==> src/rtl/min_pulse_shaper_pkg.sv <==
// Shared types and constants for the minimum-pulse-width shaper.
package min_pulse_shaper_pkg;

  typedef enum logic {
    IDLE = 1'b0,
    HOLD = 1'b1
  } lane_state_t;

  localparam int unsigned TCOUNT_W   = 2;
  localparam logic [TCOUNT_W-1:0] TCOUNT_SAT = 2'd3;

  // Transition counter that sticks at TCOUNT_SAT instead of wrapping.
  function automatic logic [TCOUNT_W-1:0] sat_inc(input logic [TCOUNT_W-1:0] c,
                                                  input logic inc);
    if (inc && (c != TCOUNT_SAT)) return c + 2'd1;
    return c;
  endfunction

endpackage

==> src/rtl/min_pulse_shaper_lane.sv <==
// One shaper lane: every output level is held for at least MIN_CYCLES clocks.
module min_pulse_shaper_lane
  import min_pulse_shaper_pkg::*;
#(
  parameter int MIN_CYCLES = 3
) (
  input  logic clk,
  input  logic rst,
  input  logic i_din,
  output logic o_dout,
  output logic o_busy,
  output logic o_ovf
);

  localparam int CNT_W = $clog2(MIN_CYCLES + 1);
  localparam logic [CNT_W-1:0] RELOAD = CNT_W'(MIN_CYCLES - 1);

  lane_state_t         r_state, w_state;
  logic                r_dout, w_dout;
  logic [CNT_W-1:0]    r_cnt, w_cnt;
  logic                r_pending, w_pending;
  logic [TCOUNT_W-1:0] r_tcount, w_tcount;
  logic                r_ovf, w_ovf;
  logic                r_din_prev;

  logic                w_din_edge;
  logic                w_diff;
  logic [TCOUNT_W-1:0] w_tcount_inc;

  assign w_din_edge   = (i_din != r_din_prev);
  assign w_diff       = (i_din != r_dout);
  assign w_tcount_inc = sat_inc(r_tcount, w_din_edge);

  always_comb begin
    w_state   = r_state;
    w_dout    = r_dout;
    w_cnt     = r_cnt;
    w_pending = r_pending;
    w_tcount  = r_tcount;
    w_ovf     = r_ovf;
    case (r_state)
      IDLE: begin
        if (w_diff) begin
          w_dout    = i_din;
          w_cnt     = RELOAD;
          w_pending = 1'b0;
          w_tcount  = '0;
          w_state   = HOLD;
        end
      end
      HOLD: begin
        if (r_cnt != '0) begin
          w_cnt    = r_cnt - 1'b1;
          w_tcount = w_tcount_inc;
          if (w_diff) w_pending = 1'b1;
        end else begin
          // Eligible edge: the transition on this edge is counted before the overflow test.
          w_tcount = w_tcount_inc;
          if (w_tcount_inc >= TCOUNT_SAT) w_ovf = 1'b1;
          if (r_pending || w_diff) begin
            w_dout    = ~r_dout;
            w_cnt     = RELOAD;
            w_pending = 1'b0;
            w_tcount  = '0;
          end else begin
            w_state = IDLE;
          end
        end
      end
      default: w_state = IDLE;
    endcase
  end

  always_ff @(posedge clk) begin
    if (rst) begin
      r_state    <= IDLE;
      r_dout     <= 1'b0;
      r_cnt      <= '0;
      r_pending  <= 1'b0;
      r_tcount   <= '0;
      r_ovf      <= 1'b0;
      r_din_prev <= 1'b0;
    end else begin
      r_state    <= w_state;
      r_dout     <= w_dout;
      r_cnt      <= w_cnt;
      r_pending  <= w_pending;
      r_tcount   <= w_tcount;
      r_ovf      <= w_ovf;
      r_din_prev <= i_din;
    end
  end

  assign o_dout = r_dout;
  assign o_busy = (r_state == HOLD);
  assign o_ovf  = r_ovf;

endmodule

==> src/rtl/min_pulse_shaper.sv <==
// WIDTH independent minimum-pulse-width shaper lanes.
module min_pulse_shaper
  import min_pulse_shaper_pkg::*;
#(
  parameter int WIDTH      = 4,
  parameter int MIN_CYCLES = 3
) (
  input  logic             clk,
  input  logic             rst,
  input  logic [WIDTH-1:0] din,
  output logic [WIDTH-1:0] dout,
  output logic [WIDTH-1:0] busy,
  output logic [WIDTH-1:0] ovf
);

  for (genvar g = 0; g < WIDTH; g++) begin : g_lane
    min_pulse_shaper_lane #(
      .MIN_CYCLES(MIN_CYCLES)
    ) u_lane (
      .clk   (clk),
      .rst   (rst),
      .i_din (din[g]),
      .o_dout(dout[g]),
      .o_busy(busy[g]),
      .o_ovf (ovf[g])
    );
  end

endmodule

==> config.mk <==
export PLATFORM = sky130hd
export DESIGN_NAME = min_pulse_shaper
export DESIGN_NICKNAME = d
export VERILOG_FILES = /design/src/rtl/min_pulse_shaper_pkg.sv /design/src/rtl/min_pulse_shaper_lane.sv /design/src/rtl/min_pulse_shaper.sv
export SDC_FILE = /design/constraint.sdc
export NUM_CORES = 1
export LEC_CHECK = 0
export CAP_MARGIN = 30
export CORE_MARGIN = 4
export CORE_UTILIZATION = 57
export DETAILED_ROUTE_END_ITERATION = 6
export PLACE_DENSITY = 0.84
export SETUP_SLACK_MARGIN = 0.05
export SLEW_MARGIN = 30
export SYNTH_ARGS = -nofsm -noshare
export SYNTH_HDL_FRONTEND = slang
export SYNTH_SLANG_ARGS = --single-unit
==> constraint.sdc <==
create_clock -name clk -period 2.9 [get_ports clk]
set_clock_uncertainty 0.2 [all_clocks]
set_input_delay 0.58 -clock clk [delete_from_list [all_inputs] [get_ports clk]]
set_output_delay 0.58 -clock clk [all_outputs]
set_load 0.03 [all_outputs]
==> impl_metrics.json, run 1 <==
{
  "io_pins": 18,
  "drt-wirelength-per-cell_um": 11.8,
  "power_per_cell_area_nw_per_um2": 571,
  "cap_viol_max_count": 0,
  "synth_nets": 236,
  "vias": 1442,
  "grt_antenna_before_repair": 0,
  "max_stage_delay_ps": 740,
  "crit_path_end_kind": "output pin",
  "count_of_inserted_antenna_diode_cells": 0,
  "grt_overflow_total": 0,
  "crit_family": "buffers and inverters",
  "cts_root_buffer": "sky130_fd_sc_hd__clkbuf_4",
  "vias_per_cell": 5.28,
  "drc": 0,
  "insertion_delay_ps": 340,
  "drt-initial-drc-count": 68,
  "die_height_um": 66.7,
  "grt_pass1_vias": 1357,
  "path_max_fanout": 12,
  "seq_power_share": 0.488,
  "layout.area.seq_um2": 721,
  "number_of_filler_cells_placed_in_the_layout": 299,
  "dominantRegCellSynth": "sky130_fd_sc_hd__dfxtp_1",
  "comb_power_share": 0.282,
  "cells_on_worst_reg2reg_path": 4,
  "routed_wl_um": 3220,
  "synthDistinctLibCells": 45,
  "netlist_area_um2": 1960,
  "final_min_period_over_clock_period": 0.827,
  "multi_input_gate_area_um2": 1040,
  "finalCriticalPeriod_ps": 2400,
  "crit_buf_inv": 1,
  "status": "finished clean",
  "setup_violations": 0,
  "initial_core_util": 0.589,
  "cts.repair_timing.setup_buffer_count": 0,
  "worst-endpoint-arrival_ps": 1620,
  "rsz0062_at_grt": "no",
  "timing.max_slew.rel_slack": 0.767,
  "asyncSetResetFlopFracSynth": 0,
  "worst_path_max_delay_cell": "sky130_fd_sc_hd__clkdlybuf4s50_1",
  "global_route_wire_length_before_repair_um": 5600,
  "final_cells": 273,
  "clkSlewWorstSetupHoldPaths_ps": 100,
  "area_growth_pct": 9.36,
  "post_cts_hold_buffer_count": 0,
  "clockBufferDepth": 2,
  "post-synth-top-area-fraction": 0.367,
  "worst_hold_path.num_cells": 1,
  "dieArea_um2": 4450,
  "post_route_cells_drive_above_1_share": 0.101,
  "synth_largest_area_cell": "sky130_fd_sc_hd__dfxtp_1",
  "timing.fmax_mhz": 417,
  "yosys_warnings": 0,
  "post_cts_resized": 0,
  "sequential_element_share_of_the_synthesized_area": 0.367,
  "drt_pre_antenna_iters": 4,
  "synth_commonest_cells": "sky130_fd_sc_hd__dfxtp_1 (36), sky130_fd_sc_hd__inv_1 (22), sky130_fd_sc_hd__nor2_1 (16), sky130_fd_sc_hd__buf_4 (12), sky130_fd_sc_hd__ha_1 (12)",
  "worst_setup_path_start_kind": "flop",
  "hpwlAfterDp_um": 2420,
  "synth.ff_latch_count": 36,
  "synth.area.top_cells": "sky130_fd_sc_hd__dfxtp_1 (37%), sky130_fd_sc_hd__ha_1 (7.6%), sky130_fd_sc_hd__buf_4 (4.6%)",
  "report.final.slew_viol_count": 0,
  "synth_edf_count": 0,
  "finalPower_mw": 1.23,
  "finalHoldViolations": 0,
  "place.gp.congestion": 0.738,
  "placeable_core_region_um2": 3340,
  "setup_tns_ps": 0,
  "crit_required_ps": 2120,
  "place.detailed.instances": 265,
  "class_of_the_most_critical_hold_timing_path": "flop to flop",
  "clkPwrFrac": 0.230,
  "cts_max_level": 2,
  "syn_inst": 218,
  "finish.utilization": 0.644,
  "synthesis.area_per_instance_um2": 9.01,
  "placement.io_buffers": 17,
  "post-synth-top-count-cell": "sky130_fd_sc_hd__dfxtp_1",
  "ir_worst_vdd_mv": 0.417,
  "floorplan.rows": 21,
  "path_type_of_the_worst_setup_path": "flop to output pin",
  "p_sw_frac": 0.337,
  "globalRouteTotalUtil": 0.165,
  "pin_count_of_the_biggest_net_entering_global_routing": 23,
  "critical_path_depth": 1,
  "intPower_uw": 814,
  "crit_chain": "clkdlybuf4s50_1",
  "numCtsBuffers": 5,
  "netSwitchingPower_uw": 414,
  "ant_nets": 0,
  "finalNetCount": 244,
  "numClockSinks": 36,
  "tritoncts": "built",
  "worst-slew-pin-transition_ps": 349,
  "power_leakage_nw": 0.836,
  "dieWidth_um": 66.7
}
logic make-up after synthesis:
family / after synthesis / synth area share
adders and majority gates: 12 / 0.0764
muxes: 7 / 0.0363
and+or+nand+nor: 64 / 0.176
DFF: 36 / 0.367
AOI/OAI and AO/OA: 51 / 0.192
xor gates and xnor gates: 8 / 0.0510
buffers and inverters: 40 / 0.102
sequential cells by signal (all words and copies together) (netlist names):
signal                    cells
g_lane.u_lane.r_cnt           8
g_lane.u_lane.r_din_prev      4
g_lane.u_lane.r_tcount        8
g_lane.u_lane.r_pending       4
g_lane.u_lane.o_dout          4
g_lane.u_lane.o_busy          4
g_lane.u_lane.o_ovf           4
final timing paths:
path	startpoint	end	slack, ps
worst max register to register	g_lane[3].u_lane.o_busy$_SDFF_PP0_	g_lane[3].u_lane.r_tcount[0]$_SDFFE_PP0P_	1310
worst max-delay path	g_lane[3].u_lane.o_busy$_SDFF_PP0_	busy[3]	500
worst min-delay path	g_lane[3].u_lane.o_ovf$_SDFFE_PP0P_	g_lane[3].u_lane.o_ovf$_SDFFE_PP0P_	290
worst min register to register	g_lane[3].u_lane.o_ovf$_SDFFE_PP0P_	g_lane[3].u_lane.o_ovf$_SDFFE_PP0P_	290
power by group through the flow:
stage                     clock network (mW)  logic (mW)  registers (mW)
after floorplan                            0       0.299           0.588
after global placement                     0       0.335           0.607
after detailed placement                   0       0.345           0.610
after CTS                              0.287       0.348           0.599
after global routing                   0.309       0.388           0.607
final                                  0.283       0.346           0.599
metal layers:
| metal | GRT usage | vias to the layer above | share of wire |
|---|---|---|---|
| met2 | 0.293 | 13 | 0.49 |
| met3 | 0.0556 | 6 | 0.029 |
| li1 | - | 760 | - |
| met5 | 0 | - | 0 |
| met1 | 0.175 | 663 | 0.46 |
| met4 | 0.0761 | 0 | 0.017 |
cell type report:
| cell class | instances | area share |
|---|---|---|
| multi-input cells | 142 | 0.486 |
| clock buffers | 8 | 0.0274 |
| flip-flops and latches | 36 | 0.335 |
| well taps | 46 | 0.0268 |
| inverters | 22 | 0.0384 |
| repair buffers | 19 | 0.0862 |
stage by stage:
stage               cell area (um^2)  hold WS (ps)  setup slack, ps
finish                          2150           288              502
global route                    2150           299              421
CTS                             2150           288              492
detailed placement              2090           271              631
global placement                2090           260              651
floorplan                       1960           246             1320
cells in the final DEF, fill, tap and decap left out, drive strengths merged, types with 6 or more instances in the layout:
cell type / count
a21oi: 12
ha: 12
clkdlybuf4s50: 17
o21ai: 10
nand2: 8
nor2: 18
xor2: 7
dfxtp: 36
nand2b: 8
inv: 22
clkbuf: 8
nand3b: 7
mux2i: 6
No activity file was read; power rests on OpenSTA's default activity.
==> run 2, diff against run 1 <==
clock period = 2.33 ns   (was 2.9 ns; I/O delays follow)
==> impl_metrics.json, run 2 (synthesis results as in run 1) <==
{
  "leading_registers_by_flop_count": "g_lane.u_lane.r_cnt x8, g_lane.u_lane.r_tcount x8",
  "rsz0062_at_grt": "no",
  "finalNetCount": 246,
  "drc": 0,
  "tritoncts": "built",
  "ir_worst_vdd_mv": 0.494,
  "place.gp.congestion": 0.772,
  "vias_per_cell": 5.45,
  "worst_hold_path.num_cells": 2,
  "io_pins": 18,
  "postLayoutCellArea_um2": 2170,
  "crit_required_ps": 1660,
  "placeable_core_region_um2": 3340,
  "die_height_um": 66.7,
  "report.final.slew_viol_count": 0,
  "grt_overflow_total": 0,
  "vias": 1499,
  "worst_setup_path_start_kind": "flop",
  "clockBufferDepth": 2,
  "crit_buf_inv": 1,
  "timing.max_slew.rel_slack": 0.784,
  "clkSlewWorstSetupHoldPaths_ps": 110,
  "finalHoldViolations": 0,
  "cells_on_worst_reg2reg_path": 5,
  "critical_path_depth": 1,
  "layout_common_cells": "sky130_fd_sc_hd__dfxtp_1 (36), sky130_fd_sc_hd__inv_1 (22), sky130_fd_sc_hd__nor2_1 (16)",
  "cts_root_buffer": "sky130_fd_sc_hd__clkbuf_4",
  "setup_violations": 0,
  "grt_antenna_before_repair": 0,
  "layout.cells.most_common": "sky130_fd_sc_hd__dfxtp_1",
  "power_per_cell_area_nw_per_um2": 703,
  "ant_nets": 0,
  "globalRouteTotalUtil": 0.175,
  "final_cells": 275,
  "routed_wl_um": 3210,
  "worst-slew-pin-transition_ps": 325,
  "drt-initial-drc-count": 53,
  "crit_path_end_kind": "output pin",
  "dieArea_um2": 4450,
  "cts_max_level": 2,
  "max_stage_delay_ps": 700,
  "initial_core_util": 0.589,
  "path_max_fanout": 4,
  "grt_pass1_vias": 1396,
  "post_cts_resized": 1,
  "final_min_period_over_clock_period": 0.917,
  "drt_pre_antenna_iters": 4,
  "area_growth_pct": 10.4,
  "floorplan.rows": 21,
  "finalCriticalPeriod_ps": 2140,
  "status": "finished clean",
  "number_of_filler_cells_placed_in_the_layout": 282,
  "path_type_of_the_worst_setup_path": "flop to output pin",
  "global_route_wire_length_before_repair_um": 5890,
  "finalPower_mw": 1.53,
  "count_of_inserted_antenna_diode_cells": 0,
  "cap_viol_max_count": 0,
  "placed_area_um2": 2100,
  "cts.repair_timing.setup_buffer_count": 0,
  "worst-endpoint-arrival_ps": 1470,
  "timing.fmax_mhz": 468,
  "pin_count_of_the_biggest_net_entering_global_routing": 14,
  "crit_chain": "clkdlybuf4s50_1",
  "numCtsBuffers": 5,
  "hpwlAfterDp_um": 2370,
  "worst_path_max_delay_cell": "sky130_fd_sc_hd__clkdlybuf4s50_1",
  "power_leakage_nw": 0.881,
  "post_cts_hold_buffer_count": 0,
  "drt-wirelength-per-cell_um": 11.7,
  "crit_family": "buffers and inverters",
  "placement.io_buffers": 17,
  "dieWidth_um": 66.7,
  "insertion_delay_ps": 350,
  "setup_tns_ps": 0,
  "class_of_the_most_critical_hold_timing_path": "flop to flop",
  "numClockSinks": 36,
  "post_route_cells_drive_above_1_share": 0.118,
  "place.detailed.instances": 267
}
## run 2: cell types whose count changed in the layout (fill, tap and decap cells not counted), sizes merged
cell,previous run,this run
clkdlybuf4s50,17,14
buf,2,4
clkbuf,8,6
clkinv,0,2
dlymetal6s2s,0,2
dlygate4sd2,0,1
## run 2: layout make-up
cell class	instances	area, um^2	area share
Tap cell	46	57.6	0.0265
Timing Repair Buffer	21	204	0.0940
Multi-Input combinational cell	142	1040	0.481
Inverter	22	82.6	0.0381
Sequential cell	36	721	0.332
Clock inverter	2	10.0	0.00461
Clock buffer	6	51.3	0.0236
## run 2: final timing paths
check / start / to / slack (ps)
worst max-delay path: g_lane[1].u_lane.o_dout$_SDFFE_PP0P_ / dout[1] / 190
worst min-delay path: g_lane[2].u_lane.r_tcount[1]$_SDFFE_PP0P_ / g_lane[2].u_lane.r_tcount[1]$_SDFFE_PP0P_ / 280
worst max register to register: g_lane[3].u_lane.o_busy$_SDFF_PP0_ / g_lane[3].u_lane.r_tcount[0]$_SDFFE_PP0P_ / 770
worst min register to register: g_lane[2].u_lane.r_tcount[1]$_SDFFE_PP0P_ / g_lane[2].u_lane.r_tcount[1]$_SDFFE_PP0P_ / 280
## run 2: layer usage
metal,up-vias,global-route usage,share of wire,routed length (um)
met3,9,0.0658,0.049,156
met2,32,0.270,0.47,1510
met5,-,0,0,0
met4,0,0.0888,0.022,72
met1,688,0.211,0.46,1470
li1,770,-,-,-
## run 2: worst min-delay path, delay by kind of cell, from the launching register on
kind,cells,cell delay (ps)
flops,1,340
buf+inv,1,50
compound gates,1,50
## run 2: where the power goes
part           switching (mW)  internal (mW)  leakage [nW]  total (mW)
clock                   0.208          0.143        0.0380       0.352
combinational           0.246          0.190         0.547       0.435
sequential             0.0626          0.676         0.296       0.739
total                   0.516           1.01         0.881        1.53
## run 2: metrics by stage
stage	worst slack [ps]	util	hold slack (ps)
floorplan	863	-	246
global placement	250	0.631	259
detailed placement	211	0.631	263
CTS	68.7	0.649	289
global route	113	0.650	305
finish	193	0.650	283
